`config.mk`:
```
export PLATFORM = sky130hd
export DESIGN_NAME = vga_scan_ctrl
export DESIGN_NICKNAME = d
export VERILOG_FILES = /design/src/rtl/vga_scan_ctrl_pkg.sv /design/src/rtl/vga_scan_ctrl_timing_gen.sv /design/src/rtl/vga_scan_ctrl.sv
export SDC_FILE = /design/constraint.sdc
export NUM_CORES = 1
export LEC_CHECK = 0
export ABC_AREA = 1
export CAP_MARGIN = 20
export CORE_ASPECT_RATIO = 1.4
export CORE_MARGIN = 5
export CORE_UTILIZATION = 50
export CTS_CLUSTER_SIZE = 12
export DETAILED_ROUTE_END_ITERATION = 10
export PLACE_DENSITY = 0.85
export RECOVER_POWER = 50
export SETUP_SLACK_MARGIN = 0.2
export SLEW_MARGIN = 10
export SYNTH_ARGS = -nofsm -noshare
export SYNTH_HDL_FRONTEND = slang
export SYNTH_SLANG_ARGS = --single-unit
```
`constraint.sdc`:
```
create_clock -name clk_vga -period 3.55 [get_ports clk_vga]
set_clock_uncertainty 0.1 [all_clocks]
set_input_delay 0.71 -clock clk_vga [delete_from_list [all_inputs] [get_ports clk_vga]]
set_output_delay 0.71 -clock clk_vga [all_outputs]
set_load 0.03 [all_outputs]
```
`src/rtl/vga_scan_ctrl_pkg.sv`:
```
// vga_scan_ctrl_pkg: raster geometry, bus widths and the raw-timing bundle shared by the scan controller
package vga_scan_ctrl_pkg;
    localparam int H_DISP_LEN      = 10;
    localparam int V_DISP_LEN      = 10;
    localparam int COLOR_RGB_DEPTH = 12;
    localparam int H_DISP  = 640;
    localparam int H_FRONT = 16;
    localparam int H_SYNC  = 96;
    localparam int H_TOTAL = 800;
    localparam int V_DISP  = 480;
    localparam int V_FRONT = 10;
    localparam int V_SYNC  = 2;
    localparam int V_TOTAL = 525;
    typedef struct packed {
        logic act;
        logic hs_n;
        logic vs_n;
    } raster_t;
    localparam raster_t RASTER_IDLE = '{act: 1'b0, hs_n: 1'b1, vs_n: 1'b1};
endpackage

```
`src/rtl/vga_scan_ctrl_timing_gen.sv`:
```
// vga_timing_gen: 800x525 raster counters, raw act/hsync/vsync and the once-per-frame layer strobe
//   clk_vga/rst   pixel clock, sync active-high reset
//   h_nxt_o/v_nxt_o/act_nxt_o  counter values (and active flag) the next edge will load
//   raster_o      raw act/hs_n/vs_n of the current counter stage
//   v_sync_o      high while the counter stage sits at (0, V_ACT)
module vga_timing_gen
    import vga_scan_ctrl_pkg::*;
#(
    parameter int H_ACT = H_DISP,
    parameter int H_FP  = H_FRONT,
    parameter int H_SW  = H_SYNC,
    parameter int H_TOT = H_TOTAL,
    parameter int V_ACT = V_DISP,
    parameter int V_FP  = V_FRONT,
    parameter int V_SW  = V_SYNC,
    parameter int V_TOT = V_TOTAL
) (
    input  logic                  clk_vga,
    input  logic                  rst,
    output logic [H_DISP_LEN-1:0] h_nxt_o,
    output logic [V_DISP_LEN-1:0] v_nxt_o,
    output logic                  act_nxt_o,
    output raster_t               raster_o,
    output logic                  v_sync_o
);
    localparam int HS_BEG = H_ACT + H_FP;
    localparam int HS_END = HS_BEG + H_SW;
    localparam int VS_BEG = V_ACT + V_FP;
    localparam int VS_END = VS_BEG + V_SW;
    logic [H_DISP_LEN-1:0] h_cnt_q;
    logic [V_DISP_LEN-1:0] v_cnt_q;
    logic                  h_wrap;
    function automatic raster_t raster_of(input logic [H_DISP_LEN-1:0] h, input logic [V_DISP_LEN-1:0] v);
        raster_t r;
        r.act  = (h < H_DISP_LEN'(H_ACT)) && (v < V_DISP_LEN'(V_ACT));
        r.hs_n = !((h >= H_DISP_LEN'(HS_BEG)) && (h < H_DISP_LEN'(HS_END)));
        r.vs_n = !((v >= V_DISP_LEN'(VS_BEG)) && (v < V_DISP_LEN'(VS_END)));
        return r;
    endfunction
    always_comb begin
        h_wrap    = h_cnt_q == H_DISP_LEN'(H_TOT - 1);
        h_nxt_o   = h_wrap ? '0 : h_cnt_q + 1'b1;
        v_nxt_o   = !h_wrap ? v_cnt_q : (v_cnt_q == V_DISP_LEN'(V_TOT - 1)) ? '0 : v_cnt_q + 1'b1;
        act_nxt_o = raster_of(h_nxt_o, v_nxt_o).act;
        raster_o  = raster_of(h_cnt_q, v_cnt_q);
    end
    // the strobe is registered from the next counter values so it lands in the same cycle as the counters
    always_ff @(posedge clk_vga) begin
        if (rst) begin
            h_cnt_q  <= '0;
            v_cnt_q  <= '0;
            v_sync_o <= 1'b0;
        end else begin
            h_cnt_q  <= h_nxt_o;
            v_cnt_q  <= v_nxt_o;
            v_sync_o <= (h_nxt_o == '0) && (v_nxt_o == V_DISP_LEN'(V_ACT));
        end
    end
endmodule

```
`src/rtl/vga_scan_ctrl.sv`:
```
// vga_scan_ctrl: scans the raster, requests sprite-layer pixels, composites them by priority and flags collisions
//   clk_vga/rst/en_i            pixel clock, sync active-high reset, game running
//   req_x_addr_o/req_y_addr_o   requested pixel (0 outside the active area); v_sync_o frame strobe
//   *_alpha_i/*_rgb_i, bg_rgb_i layer responses RESP_LAT cycles after the request
//   crash_*_o                   combinational overlap strobes in the response cycle; me_hit_o sticky
//   hsync_o/vsync_o/rgb_o       VGA output, aligned one cycle after the response
module vga_scan_ctrl
    import vga_scan_ctrl_pkg::*;
#(
    parameter int RESP_LAT = 1,
    parameter int H_ACT    = H_DISP,
    parameter int H_FP     = H_FRONT,
    parameter int H_SW     = H_SYNC,
    parameter int H_TOT    = H_TOTAL,
    parameter int V_ACT    = V_DISP,
    parameter int V_FP     = V_FRONT,
    parameter int V_SW     = V_SYNC,
    parameter int V_TOT    = V_TOTAL
) (
    input  logic                       clk_vga,
    input  logic                       rst,
    input  logic                       en_i,
    output logic [H_DISP_LEN-1:0]      req_x_addr_o,
    output logic [V_DISP_LEN-1:0]      req_y_addr_o,
    output logic                       v_sync_o,
    input  logic                       me_alpha_i,
    input  logic [COLOR_RGB_DEPTH-1:0] me_rgb_i,
    input  logic                       bullet_alpha_i,
    input  logic [COLOR_RGB_DEPTH-1:0] bullet_rgb_i,
    input  logic                       enemy_alpha_i,
    input  logic [COLOR_RGB_DEPTH-1:0] enemy_rgb_i,
    input  logic [COLOR_RGB_DEPTH-1:0] bg_rgb_i,
    output logic                       crash_enemy_bullet_o,
    output logic                       crash_me_enemy_o,
    output logic                       me_hit_o,
    output logic                       hsync_o,
    output logic                       vsync_o,
    output logic [COLOR_RGB_DEPTH-1:0] rgb_o
);
    logic [H_DISP_LEN-1:0]      h_nxt, req_x_q;
    logic [V_DISP_LEN-1:0]      v_nxt, req_y_q;
    logic                       act_nxt, act_r, hsync_q, vsync_q, me_hit_q;
    logic [COLOR_RGB_DEPTH-1:0] pix_d, rgb_q;
    raster_t                    raster;
    raster_t                    dl_q [RESP_LAT];
    vga_timing_gen #(
        .H_ACT(H_ACT), .H_FP(H_FP), .H_SW(H_SW), .H_TOT(H_TOT),
        .V_ACT(V_ACT), .V_FP(V_FP), .V_SW(V_SW), .V_TOT(V_TOT)
    ) u_timing (
        .clk_vga  (clk_vga),
        .rst      (rst),
        .h_nxt_o  (h_nxt),
        .v_nxt_o  (v_nxt),
        .act_nxt_o(act_nxt),
        .raster_o (raster),
        .v_sync_o (v_sync_o)
    );
    always_comb begin
        act_r                = dl_q[RESP_LAT-1].act;
        crash_enemy_bullet_o = en_i & act_r & enemy_alpha_i & bullet_alpha_i;
        crash_me_enemy_o     = en_i & act_r & me_alpha_i & enemy_alpha_i;
        pix_d = !(en_i && act_r) ? '0 :
                me_alpha_i       ? me_rgb_i :
                bullet_alpha_i   ? bullet_rgb_i :
                enemy_alpha_i    ? enemy_rgb_i : bg_rgb_i;
    end
    // request registers load from the next counter values so the address shares the counter-stage cycle
    always_ff @(posedge clk_vga) begin
        if (rst) begin
            req_x_q  <= '0;
            req_y_q  <= '0;
            for (int i = 0; i < RESP_LAT; i++) dl_q[i] <= RASTER_IDLE;
            hsync_q  <= 1'b1;
            vsync_q  <= 1'b1;
            rgb_q    <= '0;
            me_hit_q <= 1'b0;
        end else begin
            req_x_q  <= act_nxt ? h_nxt : '0;
            req_y_q  <= act_nxt ? v_nxt : '0;
            dl_q[0]  <= raster;
            for (int i = 1; i < RESP_LAT; i++) dl_q[i] <= dl_q[i-1];
            hsync_q  <= dl_q[RESP_LAT-1].hs_n;
            vsync_q  <= dl_q[RESP_LAT-1].vs_n;
            rgb_q    <= pix_d;
            me_hit_q <= me_hit_q | crash_me_enemy_o;
        end
    end
    assign req_x_addr_o = req_x_q;
    assign req_y_addr_o = req_y_q;
    assign hsync_o      = hsync_q;
    assign vsync_o      = vsync_q;
    assign rgb_o        = rgb_q;
    assign me_hit_o     = me_hit_q;
endmodule

```
==> results by group <==
Run status
  – Outcome: completed

Clocking
  – Clock root buffer: clkbuf_8
  – Num CTS Buffers: 9
  – Resize count post-CTS: 0
  – Htree depth: 3
  – Hold buffers post-CTS: 0
  – CTS tree: built
  – Clock sink total: 59
  – CTS clk-pin slew, worst paths: 60 ps
  – Maximum clock path buffer count: 2
  – Clk_lat worst skew: 340 ps
  – Post-CTS setup buffers: 0

Drt
  – Total routed wirelength: 8.039 mm
  – Initial DRC count: 81
  – Met2 wire length: 3.804 mm
  – DR DRC count: 0
  – Top Layer Used: met4
  – Detail-routed via count per cell: 5.160
  – DR pass1 iterations: 4
  – Routed Antenna Nets: 0
  – DRT met1 WL: 3.177 mm
  – Wire length on met3: 839 um
  – Wire per inst: 14.15 um
  – Via Count: 2931

Worst setup path
  – CP cell instances: dlygate4sd3_1, nand3_1, nor2_1, clkdlybuf4s50_1
  – Crit Path Class: primary input to output port
  – R2R cell count: 9
  – CP Max Fanout: 2
  – CP max stage delay: 700 ps
  – Worst reg2reg path endpoint: u_timing.v_sync_o
  – Reg2Reg Launch Point: u_timing.h_cnt_q[0]
  – Setup crit end kind: output port
  – Crit path DAT: 2240 ps
  – Worst EP required: 2740 ps
  – CP max-delay cell: clkdlybuf4s50_1
  – Worst reg2reg setup slack: 1040 ps
  – Critical Path Start Type: primary input

Power
  – VDD IR-drop max: 0.3456 mV
  – Pwr dens: 343.7 nW/um^2
  – Psw: 0.3257 mW
  – Pint: 1.061 mW
  – Leak Pwr: 1.679 nW
  – Clock share of power: 0.397
  – Power share of the combinational group: 0.112
  – Switching part of the total power: 0.2349
  – Flop pwr share: 0.491

Cells and area
  – Share of layout cells above drive strength 1: 0.1004
  – Fin cells: 568
  – Ant diodes: 0
  – Fillers: 486
  – Final core occ: 0.6978
  – Layout Nets: 552
  – Post-synthesis to final-layout area growth: 37.60%

STA
  – Period minus WS final: 3052 ps
  – Worst hold margin: 315.3 ps
  – Worst slew margin: 0.1810
  – Fmax: 327.6 MHz
  – Period utilization: 0.8597
  – Total Neg Setup Slack: 0 ps
  – Slew of the pin with the lowest slew margin: 1228 ps
  – Max Slew Vio Count: 0
  – RSZ-0062 raised after global routing: false
  – Final setup viols: 0
  – Final-report hold violation count: 0
  – Fin worst setup slack: 497.9 ps

Synthesis
  – Post-synthesis register bit count: 59
  – EDFF count, synth: 0
  – Syn_nets: 463
  – Ys async rst share: 0
  – Mean Syn Cell Area: 7.238 um^2
  – Seq/Total Area, Yosys: 0.4029
  – Top FF cell, synth: dfxtp_1
  – Cells after Synth: 405
  – Synth Warn #: 0
  – Synthesized area: 2932 um^2
  – Library cells used by synthesis: 34

Min path
  – Hold EP: vsync_o
  – HP Class: flop to flop
  – Hold path startpoint: dl_q[0][0]
  – Hold path depth: 1

Place
  – # port buffers: 91
  – RePlAce Congestion: 0.9129
  – Worst Setup Slack post-DPL: 525.5 ps
  – DP Wirelength: 6.052 mm
  – Placed Cells: 553

Global routing
  – Total track usage: 0.2277
  – Initial antenna violation count: 0
  – First-pass GRT wire length: 13.12 mm
  – Largest net degree at the start of global routing: 27
  – Overflow left after global routing: 0
  – Vias in the first global route: 2926

Floorplanning
  – Die height: 100.6 um
  – Site Rows: 33
  – Starting Density: 0.5071
  – Die ar.: 7516 um^2
  – Placeable Area: 5781 um^2
  – Die Span X: 74.72 um
  – Ports: 92

Run
  – Total of max-cap violations: 0
==> logic make-up (layout without fill, tap and decap cells) <==
kind of cell    count (synthesis)  count (layout)  synth area share
compound gates                 47              47           0.09859
xor+xnor                        2               2          0.005976
fa+ha+maj                       4               4           0.01707
buf+inv                        71             164            0.1037
flops                          59              59            0.4029
other cells                     1               1          0.001279
simple gates                  221             221            0.3705
==> final cells by class <==
class / count / area [um^2] / area share
tap: 70 / 87.58 / 0.02171
inverter: 54 / 202.7 / 0.05025
clock inverter: 2 / 10.01 / 0.002481
timing repair buffer: 95 / 937.1 / 0.2323
sequential: 59 / 1181 / 0.2928
multi-input combinational: 275 / 1446 / 0.3586
clock buffer: 13 / 168.9 / 0.04187
==> through the flow <==
step                power (mW)  cell area [um^2]
floorplan               0.7653              2932
global placement        0.8517              3859
detailed placement      0.8547              3859
CTS                      1.403              4038
global route             1.448              4034
finish                   1.387              4034
==> worst max-delay path: cells and delay by family <==
kind                   cells  cell delay [ps]
and+or+nand+nor            2              260
buffers and inverters      2             1270
==> Yosys cell counts (all sizes together), types with 3 or more instances <==
master	count	area share
nor2	58	0.087
nor4	3	0.0064
nand2	98	0.13
o211ai	12	0.031
dfxtp	59	0.40
nor3	18	0.048
inv	53	0.068
buf	6	0.020
clkbuf	11	0.014
nand4	8	0.017
o21ai	20	0.034
a31oi	12	0.026
nand3	33	0.074
ha	4	0.017
==> worst max path at each step <==
stage | startpoint | end | slack (ps) | cells past startpoint
5_1_grt | en_i | crash_me_enemy_o | 430 | 4
2_1_floorplan | enemy_alpha_i | crash_me_enemy_o | 1280 | 3
6_report | en_i | crash_me_enemy_o | 500 | 4
3_5_place_dp | bullet_alpha_i | crash_enemy_bullet_o | 530 | 4
3_3_place_gp | bullet_alpha_i | crash_enemy_bullet_o | 540 | 4
4_1_cts | bullet_alpha_i | crash_enemy_bullet_o | 520 | 4
==> cell usage in the layout, fill, tap and decap left out, types with 2 or more instances in the layout <==
| cell | synthesis | final |
|---|---|---|
| nand2_2 | 6 | 6 |
| nor2_1 | 54 | 54 |
| nand3_2 | 3 | 3 |
| clkdlybuf4s50_1 | 0 | 67 |
| nor4_1 | 3 | 3 |
| nand3_4 | 3 | 3 |
| nor2_4 | 3 | 3 |
| a31oi_1 | 12 | 12 |
| inv_1 | 49 | 49 |
| o211ai_1 | 12 | 12 |
| inv_2 | 4 | 4 |
| nor3_1 | 8 | 8 |
| nor3_2 | 10 | 10 |
| buf_4 | 1 | 3 |
| dlygate4sd3_1 | 0 | 24 |
| o21ai_0 | 19 | 19 |
| nand4_1 | 8 | 8 |
| clkbuf_1 | 11 | 2 |
| ha_1 | 4 | 4 |
| nand2_1 | 92 | 92 |
| dfxtp_1 | 59 | 59 |
| clkinv_2 | 0 | 2 |
| clkbuf_8 | 0 | 12 |
| or2_2 | 2 | 2 |
| nand3_1 | 27 | 27 |
==> registers in the layout, indices dropped and copies added (netlist names), 3 cells and up <==
name              count
rgb_o                12
req_x_addr_o         10
req_y_addr_o         10
u_timing.h_cnt_q     10
u_timing.v_cnt_q     10
dl_q                  3
==> power groups by stage <==
| stage | Sequential, mW | Combinational, mW | Clock (mW) |
|---|---|---|---|
| 2_1_floorplan | 0.711 | 0.0543 | 0 |
| 3_3_place_gp | 0.695 | 0.156 | 0 |
| 3_5_place_dp | 0.696 | 0.159 | 0 |
| 4_1_cts | 0.682 | 0.160 | 0.562 |
| 5_1_grt | 0.682 | 0.170 | 0.596 |
| 6_report | 0.681 | 0.156 | 0.550 |
==> routing by layer <==
metal	vias to the layer above	track usage
li1	1477	-
met1	1320	0.2478
met2	115	0.3846
met3	19	0.07385
met4	0	0.1192
met5	-	0
No activity file was read; power rests on OpenSTA's default activity.
